### src/rtl/key_pkg.sv
// Shared types and helpers for the key one-hot latch.
// Key width, FSM states and popcount classification.
package key_pkg;

    localparam int KEY_W = 8;

    typedef enum logic [1:0] {
        IDLE,
        HOLD,
        WAIT_REL
    } key_state_t;

    typedef enum logic [1:0] {
        POP_ZERO,
        POP_ONE,
        POP_MULTI
    } pop_class_t;

    // Classify a key vector as none, exactly one, or several keys down
    function automatic pop_class_t onehot_count(input logic [KEY_W-1:0] v);
        int n;
        n = 0;
        for (int i = 0; i < KEY_W; i++) begin
            n = n + int'(v[i]);
        end
        if (n == 0) begin
            return POP_ZERO;
        end else if (n == 1) begin
            return POP_ONE;
        end else begin
            return POP_MULTI;
        end
    endfunction

endpackage

### src/rtl/key_onehot_latch_if.sv
// Key input / one-hot token bundle.
// master = latch side, slave = keypad + consumer side.
import key_pkg::*;

interface key_onehot_latch_if;

    logic [KEY_W-1:0] key_raw;
    logic             ack;
    logic [KEY_W-1:0] data;
    logic             valid;
    logic             multi_err;

    modport master (
        input  key_raw,
        input  ack,
        output data,
        output valid,
        output multi_err
    );

    modport slave (
        output key_raw,
        output ack,
        input  data,
        input  valid,
        input  multi_err
    );

endinterface

### src/rtl/key_debounce.sv
// Single-key 2-flop synchroniser plus debounce.
// Level flips after DB_CYCLES consecutive differing cycles.
import key_pkg::*;

module key_debounce #(
    parameter int DB_CYCLES = 4
) (
    input  logic clk,
    input  logic rst_n,
    input  logic key_raw,
    output logic key_d
);

    localparam int CW = $clog2(DB_CYCLES + 1);
    localparam logic [CW-1:0] CNT_LAST = CW'(DB_CYCLES - 1);

    logic          s1_q;
    logic          s2_q;
    logic          lvl_q;
    logic          lvl_d;
    logic [CW-1:0] cnt_q;
    logic [CW-1:0] cnt_d;

    // Count differing cycles; any agreeing cycle restarts the count
    always_comb begin
        lvl_d = lvl_q;
        cnt_d = '0;
        if (s2_q != lvl_q) begin
            if (cnt_q == CNT_LAST) begin
                lvl_d = s2_q;
            end else begin
                cnt_d = cnt_q + 1'b1;
            end
        end
    end

    // Synchroniser, stable level and counter registers
    always_ff @(posedge clk) begin
        if (!rst_n) begin
            s1_q  <= 1'b0;
            s2_q  <= 1'b0;
            lvl_q <= 1'b0;
            cnt_q <= '0;
        end else begin
            s1_q  <= key_raw;
            s2_q  <= s1_q;
            lvl_q <= lvl_d;
            cnt_q <= cnt_d;
        end
    end

    assign key_d = lvl_q;

endmodule

### src/rtl/key_onehot_latch.sv
// Debounced single-key press latch with valid/ack handshake.
// Multi-key presses are flagged and produce no token.
import key_pkg::*;

module key_onehot_latch #(
    parameter int DB_CYCLES = 4
) (
    input logic                clk,
    input logic                rst_n,
    key_onehot_latch_if.master bus
);

    logic [KEY_W-1:0] key_d;
    key_state_t       state_q;
    logic [KEY_W-1:0] data_q;
    logic             valid_q;
    logic             err_q;

    for (genvar i = 0; i < KEY_W; i++) begin : g_db
        key_debounce #(
            .DB_CYCLES(DB_CYCLES)
        ) u_db (
            .clk    (clk),
            .rst_n  (rst_n),
            .key_raw(bus.key_raw[i]),
            .key_d  (key_d[i])
        );
    end

    // Token FSM with registered outputs
    always_ff @(posedge clk) begin
        if (!rst_n) begin
            state_q <= IDLE;
            data_q  <= '0;
            valid_q <= 1'b0;
            err_q   <= 1'b0;
        end else begin
            err_q <= 1'b0;
            unique case (state_q)
                IDLE: begin
                    unique case (onehot_count(key_d))
                        POP_ONE: begin
                            data_q  <= key_d;
                            valid_q <= 1'b1;
                            state_q <= HOLD;
                        end
                        POP_MULTI: begin
                            err_q   <= 1'b1;
                            state_q <= WAIT_REL;
                        end
                        default: ;
                    endcase
                end
                HOLD: begin
                    if (bus.ack) begin
                        data_q  <= '0;
                        valid_q <= 1'b0;
                        state_q <= WAIT_REL;
                    end
                end
                WAIT_REL: begin
                    if (key_d == '0) begin
                        state_q <= IDLE;
                    end
                end
                default: state_q <= IDLE;
            endcase
        end
    end

    assign bus.data      = data_q;
    assign bus.valid     = valid_q;
    assign bus.multi_err = err_q;

endmodule
### src/flat_wrapper.sv
// flat-port wrapper written by rule: the top's interface ports become plain ports
module key_onehot_latch_flat 
#(
    parameter int DB_CYCLES = 4
)
  (clk, rst_n, bus_key_raw, bus_ack, bus_data, bus_valid, bus_multi_err);
  key_onehot_latch_if bus_i ();
  input logic clk;
  input logic rst_n;
  input wire logic [$bits(bus_i.key_raw)-1:0] bus_key_raw;
  input wire logic [$bits(bus_i.ack)-1:0] bus_ack;
  output wire logic [$bits(bus_i.data)-1:0] bus_data;
  output wire logic [$bits(bus_i.valid)-1:0] bus_valid;
  output wire logic [$bits(bus_i.multi_err)-1:0] bus_multi_err;
  assign bus_i.key_raw = bus_key_raw;
  assign bus_i.ack = bus_ack;
  assign bus_data = bus_i.data;
  assign bus_valid = bus_i.valid;
  assign bus_multi_err = bus_i.multi_err;
  key_onehot_latch #(.DB_CYCLES(DB_CYCLES)) u_core (.clk(clk), .rst_n(rst_n), .bus(bus_i));
endmodule
### config.mk
export PLATFORM = sky130hd
export DESIGN_NAME = key_onehot_latch_flat
export DESIGN_NICKNAME = d
export VERILOG_FILES = /design/src/rtl/key_pkg.sv /design/src/rtl/key_onehot_latch_if.sv /design/src/rtl/key_debounce.sv /design/src/rtl/key_onehot_latch.sv /design/src/flat_wrapper.sv
export SDC_FILE = /design/constraint.sdc
export NUM_CORES = 1
export LEC_CHECK = 0
export ABC_AREA = 0
export CAP_MARGIN = 20
export CORE_ASPECT_RATIO = 0.9
export CORE_MARGIN = 2
export CORE_UTILIZATION = 59
export CTS_BUF_LIST = sky130_fd_sc_hd__clkbuf_8
export CTS_CLUSTER_SIZE = 16
export DETAILED_ROUTE_END_ITERATION = 12
export GPL_ROUTABILITY_DRIVEN = 0
export PLACE_DENSITY_LB_ADDON = 0.05
export SYNTH_ARGS = -nofsm -noshare
export SYNTH_HDL_FRONTEND = slang
export SYNTH_SLANG_ARGS = --single-unit
export TNS_END_PERCENT = 30
### constraint.sdc
create_clock -name clk -period 4.2 [get_ports clk]
set_clock_uncertainty 0.2 [all_clocks]
set_input_delay 0.42 -clock clk [delete_from_list [all_inputs] [get_ports clk]]
set_output_delay 0.42 -clock clk [all_outputs]
set_load 0.01 [all_outputs]
# [Word-level counts from Yosys, hierarchy flattened]
# Index checks and enable logic that the tools add are counted.
[word_totals] regBits=60 input_bits=11 word_cells=123
[op_classes] n_addsub=15 eq_ne=25 n_mux=15 bitwise=9 reduce_logical=23
[op_table] operator="32-bit by 2-bit adder with 32-bit output" n=6
[op_table] operator="32-bit by 2-bit == test with 1-bit output (second input constant)" n=1
[op_table] operator="32-bit zero test" n=1
[op_table] operator="3-bit by 1-bit adder with 3-bit output (second input constant)" n=8
[op_table] operator="3-bit by 2-bit == test with 1-bit output (second input constant)" n=8
[op_table] operator="3-bit OR reduction" n=8
[op_table] operator="2-bit AND reduction" n=9
[op_table] operator="8-bit 2-to-1 mux" n=2
[op_table] operator="8-bit case mux with 2 select lines" n=1
[op_table] operator="2-bit 2-to-1 mux" n=6
[op_table] operator="1-bit NOT" n=9
[op_table] operator="8-bit zero test" n=1
[op_table] operator="1-bit inequality test" n=8
[op_table] operator="2-bit case mux with 3 select lines" n=1
[op_table] operator="3-bit AND reduction" n=2
[op_table] operator="2-bit by 1-bit == test with 1-bit output (second input constant)" n=2
[op_table] operator="2-bit == test (second input constant)" n=2
[op_table] operator="2-bit inequality test (second input constant)" n=2
[op_table] operator="2-bit case mux with 2 select lines" n=1
[op_table] operator="1-bit 2-to-1 mux" n=3
[op_table] operator="3-bit inequality test (second input constant)" n=1
[op_table] operator="1-bit by 1-bit adder with 2-bit output" n=1
[op_table] operator="2-bit zero test" n=1
[op_table] operator="2-bit by 1-bit inequality test with 1-bit output (second input constant)" n=1
[op_table] operator="other kinds (2)" n=2

# [Longest topological paths before layout]
[logic_depth] ltp_word=15 mapped_depth=12

# [Cells and area by module]
# From an unflattened synthesis, not the netlist that was laid out.
[hier_totals] cells_unflattened=215 area_unflattened_um2=2444.8
[by_module_without_submodules] mod="key_debounce" instances=8 cells_per_inst=17 area_per_inst_um2=216.5 seq_area_each_um2=120.1
[by_module_without_submodules] mod="key_onehot_latch" instances=1 cells_per_inst=79 area_per_inst_um2=713.2 seq_area_each_um2=240.2

# [Least setup slack after synthesis]
# Ideal clock, no wire load.
[synth_path] kind="register to register" from="register u_core.g_db[1].u_db.lvl_q" to="register u_core.data_q[0], in the netlist u_core.bus.data[0]" setup_time_ns=0.061 arrival_time_ns=3.427 t_required_ns=3.939 setup_slack_ns=0.512 stages_incl_launch_ff=12 n_path_buf=0 period_less_slack_ns=3.688 path_cell_list="dfxtp_1 inv_1 ha_1 inv_1 fa_1 fa_1 fa_1 fa_1 inv_1 or3_1 nor3_4 a32o_1"
[synth_via] elab_chain_cells=15 word_cells_on_any_way=16
[synth_rtl] item="start, declared" line_no="key_debounce.sv:19" source="logic lvl_q;"
[synth_rtl] item="start signal, assigned" line_no="key_debounce.sv:47" source="lvl_q <= lvl_d;"
[synth_rtl] item="1-bit by 1-bit adder with 2-bit output *" line_no="key_pkg.sv:24" source="n = n + int'(v[i]);"
[synth_rtl] item="32-bit by 2-bit adder with 32-bit output * (6 in series)" line_no="key_pkg.sv:24"
[synth_rtl] item="32-bit by 2-bit == test with 1-bit output" line_no="key_pkg.sv:28" source="end else if (n == 1) begin"
[synth_rtl] item="2-bit 2-to-1 mux" line_no="key_pkg.sv:28"
[synth_rtl] item="2-bit 2-to-1 mux *" line_no="key_pkg.sv:26" source="if (n == 0) begin"
[synth_rtl] item="2-bit 2-to-1 mux *" line_no="key_onehot_latch.sv:39" source="unique case (state_q)"
[synth_rtl] item="2-bit 2-to-1 mux *" line_no="key_onehot_latch.sv:32" source="if (!rst_n) begin"
[synth_rtl] item="2-bit by 1-bit == test with 1-bit output *" line_no="key_onehot_latch.sv:41" source="unique case (onehot_count(key_d))"
[synth_rtl] item="2-bit inequality test (no source line) *"
[synth_rtl] item="3-bit AND reduction (no source line) *"
[synth_rtl] item="end signal, assigned" line_no="key_onehot_latch.sv:43" source="data_q <= key_d;"
[synth_rtl] item="end, declared" line_no="key_onehot_latch.sv:15" source="logic [KEY_W-1:0] data_q;"
# Mark *: on every way between the ends. The rest lies on a longest branch, timed or not. The select of a mux whose other input is x is not followed.
# A chain may end at the register's enable or synchronous reset.

# [Final worst setup path]
[layout_path] from="register u_core.g_db[1].u_db.lvl_q" to="register u_core.data_q[7], in the netlist u_core.bus.data[7]"
# The elaborated chain is that of the path after synthesis.

==> out/qor.csv <==
metric,value,unit
status,"complete, no violations",
die area,4570,µm²
maximum VDD drop,0.337,mV
"worst slack, placed",225,ps
f_max,251,MHz
synthesized flop and latch total,60,
Final Net Count,288,
Worst-path clk slew,60,ps
setup TNS,0,ps
Post-synth EDFFs,0,
CP Capture Type,flop,
# diodes,0,
top cell type's share of synthesized area,50.4,%
initial antenna violation count,0,
post-synthesis sequential area ratio,50.4,%
net switching power,0.218,mW
Yosys cell types,28,
Mapped Nets,260,
DRT Pass-1 Iters,4,
crit path time final,3990,ps
kind of critical path,reg2reg,
IO Port Bufs,20,
fin crit share,94.9,%
clock latency on the worst-skew pair,320,ps
via count,1555,
Clock Sinks,60,
combinational share of power,2.5,%
Bufs on Longest Clock Path,2,
Hold WS,219,ps
RSZ-0062 raised after global routing,no,
Layout area overhead,19.6,%
routed len/inst,12.5,µm
Sw Ratio,18.8,%
via/cell ratio,5.12,
cells after synthesis,225,
Critical Path Fanout Max,8,
Slew headroom,68.2,%
Post-Syn Area,2380,µm²
most frequent cell after synthesis,dfxtp_1,
largest cells by area after synthesis,"dfxtp_1, ha_1, inv_1",
number of DRC markers in iteration 0,106,
Antenna Nets Post-Route,0,
final setup vio count,0,
Syn Area/Cell,10.6,µm²
CTS Buf Count,9,
largest net degree at the start of global routing,44,
Initial Util,62.6,%
CTS root buf,clkbuf_8,
setup bufs post-CTS,0,
total congestion overflow,0,
# H-tree levels,3,
core region area,3810,µm²
top cell type by total area after synthesis,dfxtp_1,
slack of the critical path,212,ps
ys async rst share,0,%
first-pass GRT wire length,6730,µm
HPWL Detailed,2790,µm
Chip Width,71,µm
final-layout fill cell count,261,
max-slew violations,0,
Clk pwr share,47.2,%
Post-synth top cells,"dfxtp_1, inv_1, nor2_1, ha_1, and2_1",
CTS hold repair buffers,0,
post-CTS sizing,0,
final hold viol count,0,
Yosys Warn Count,0,
io pins,21,
worst reg2reg path depth,11,
startpoint types,flop,
Post-Route WL,3790,µm
Worst-Margin Slew,474,ps
MaxCap Viol Count,0,
cell area power density,406,nW/µm²
leakage,1.17,nW
hold crit path type,reg2reg,
DR DRC count,0,
Power Internal,0.940,mW
Flop pwr share,50.4,%
FP Rows,21,
required time worst endpoint,4260,ps
GRT Total Usage,19.4,%
vias in the first global route,1609,
Post-synth top flop,dfxtp_1,
Critical Path AT,4050,ps
worst hold path stage count,1,
Die Y,64.3,µm
CTS tree,done,
layout cells sized above 1,7.36,%
-- power groups by stage --
stage | Combinational, mW | Sequential [mW] | Clock (mW)
finish | 0.0285 | 0.583 | 0.546
floorplan | 0.0158 | 0.594 | 0
CTS | 0.0289 | 0.583 | 0.562
global route | 0.0325 | 0.583 | 0.585
global placement | 0.0276 | 0.595 | 0
detailed placement | 0.0287 | 0.596 | 0
-- sequential cells by signal, indices dropped and copies added (netlist names) --
signal                  count
u_core.bus.valid            1
u_core.bus.data             8
u_core.bus.multi_err        1
u_core.state_q              2
u_core.g_db.u_db.key_d      8
u_core.g_db.u_db.s1_q       8
u_core.g_db.u_db.cnt_q     24
u_core.g_db.u_db.s2_q       8
-- kinds of logic after synthesis --
kind of cell	synth area share, %
muxes	3.36
DFF	50.4
buffers and inverters	5.51
AOI/OAI and AO/OA	6.09
and+or+nand+nor	17.8
xor gates and xnor gates	2.94
adders and majority gates	13.9
-- critical path: stages, from the launching register on --
cell     delay (ps)
dfxtp_1         420
inv_1            70
ha_1            280
inv_1            70
fa_1            420
fa_1            490
fa_1            410
fa_1            520
inv_1            90
or3_1           420
nor3_4          370
a32o_1          180
-- metal layers --
layer | global-route usage (%) | wire [µm] | part of all wire (%)
met5 | 0 | 0 | 0
met4 | 9.67 | 106 | 2.8
met3 | 7.26 | 191 | 5.0
met2 | 34.6 | 1950 | 51
met1 | 19.8 | 1540 | 41
-- cell type report --
type                    instances  area (µm²)  area share (%)
repair buffers                 21         208            7.28
flip-flops and latches         60        1200            42.1
well taps                      46        57.6            2.02
inverters                      31         116            4.08
multi-input cells             130        1050            36.9
clock buffers                  10         138            4.83
clock inverters                 6        80.1            2.81
-- metrics by stage --
stage / total power [mW] / cell area (µm²) / util [%] / std cells
finish: 1.16 / 2850 / 74.8 / 304
global route: 1.20 / 2850 / 74.8 / 304
CTS: 1.17 / 2850 / 74.8 / 304
detailed placement: 0.624 / 2630 / 69.1 / 288
global placement: 0.622 / 2630 / 69.1 / 288
floorplan: 0.610 / 2380 / - / 225
-- path summary, 6_finish.rpt --
check	start	to	slack, ps
max	u_core.g_db[1].u_db.key_d$_SDFFE_PN0P_	u_core.bus.data[7]$_SDFFE_PN0P_	210
min	u_core.g_db[2].u_db.cnt_q[0]$_SDFF_PP0_	u_core.g_db[2].u_db.cnt_q[0]$_SDFF_PP0_	220
max reg2reg	u_core.g_db[1].u_db.key_d$_SDFFE_PN0P_	u_core.bus.data[7]$_SDFFE_PN0P_	210
min reg2reg	u_core.g_db[2].u_db.cnt_q[0]$_SDFF_PP0_	u_core.g_db[2].u_db.cnt_q[0]$_SDFF_PP0_	220
-- placed cells by master (no fill, tap or decap), types with 2 or more instances in the layout --
master           instances
a32o_1                   8
xor2_1                   8
ha_1                    20
clkbuf_8                10
nor2_1                  29
mux2i_1                  8
nor3_1                   2
bufinv_16                2
and2_1                  17
nand3b_1                 8
clkdlybuf4s50_1         20
nand2_1                  2
inv_1                   33
nor2b_1                 10
fa_1                     4
dfxtp_1                 60
Note: power is estimated with default switching activity, not from simulation.
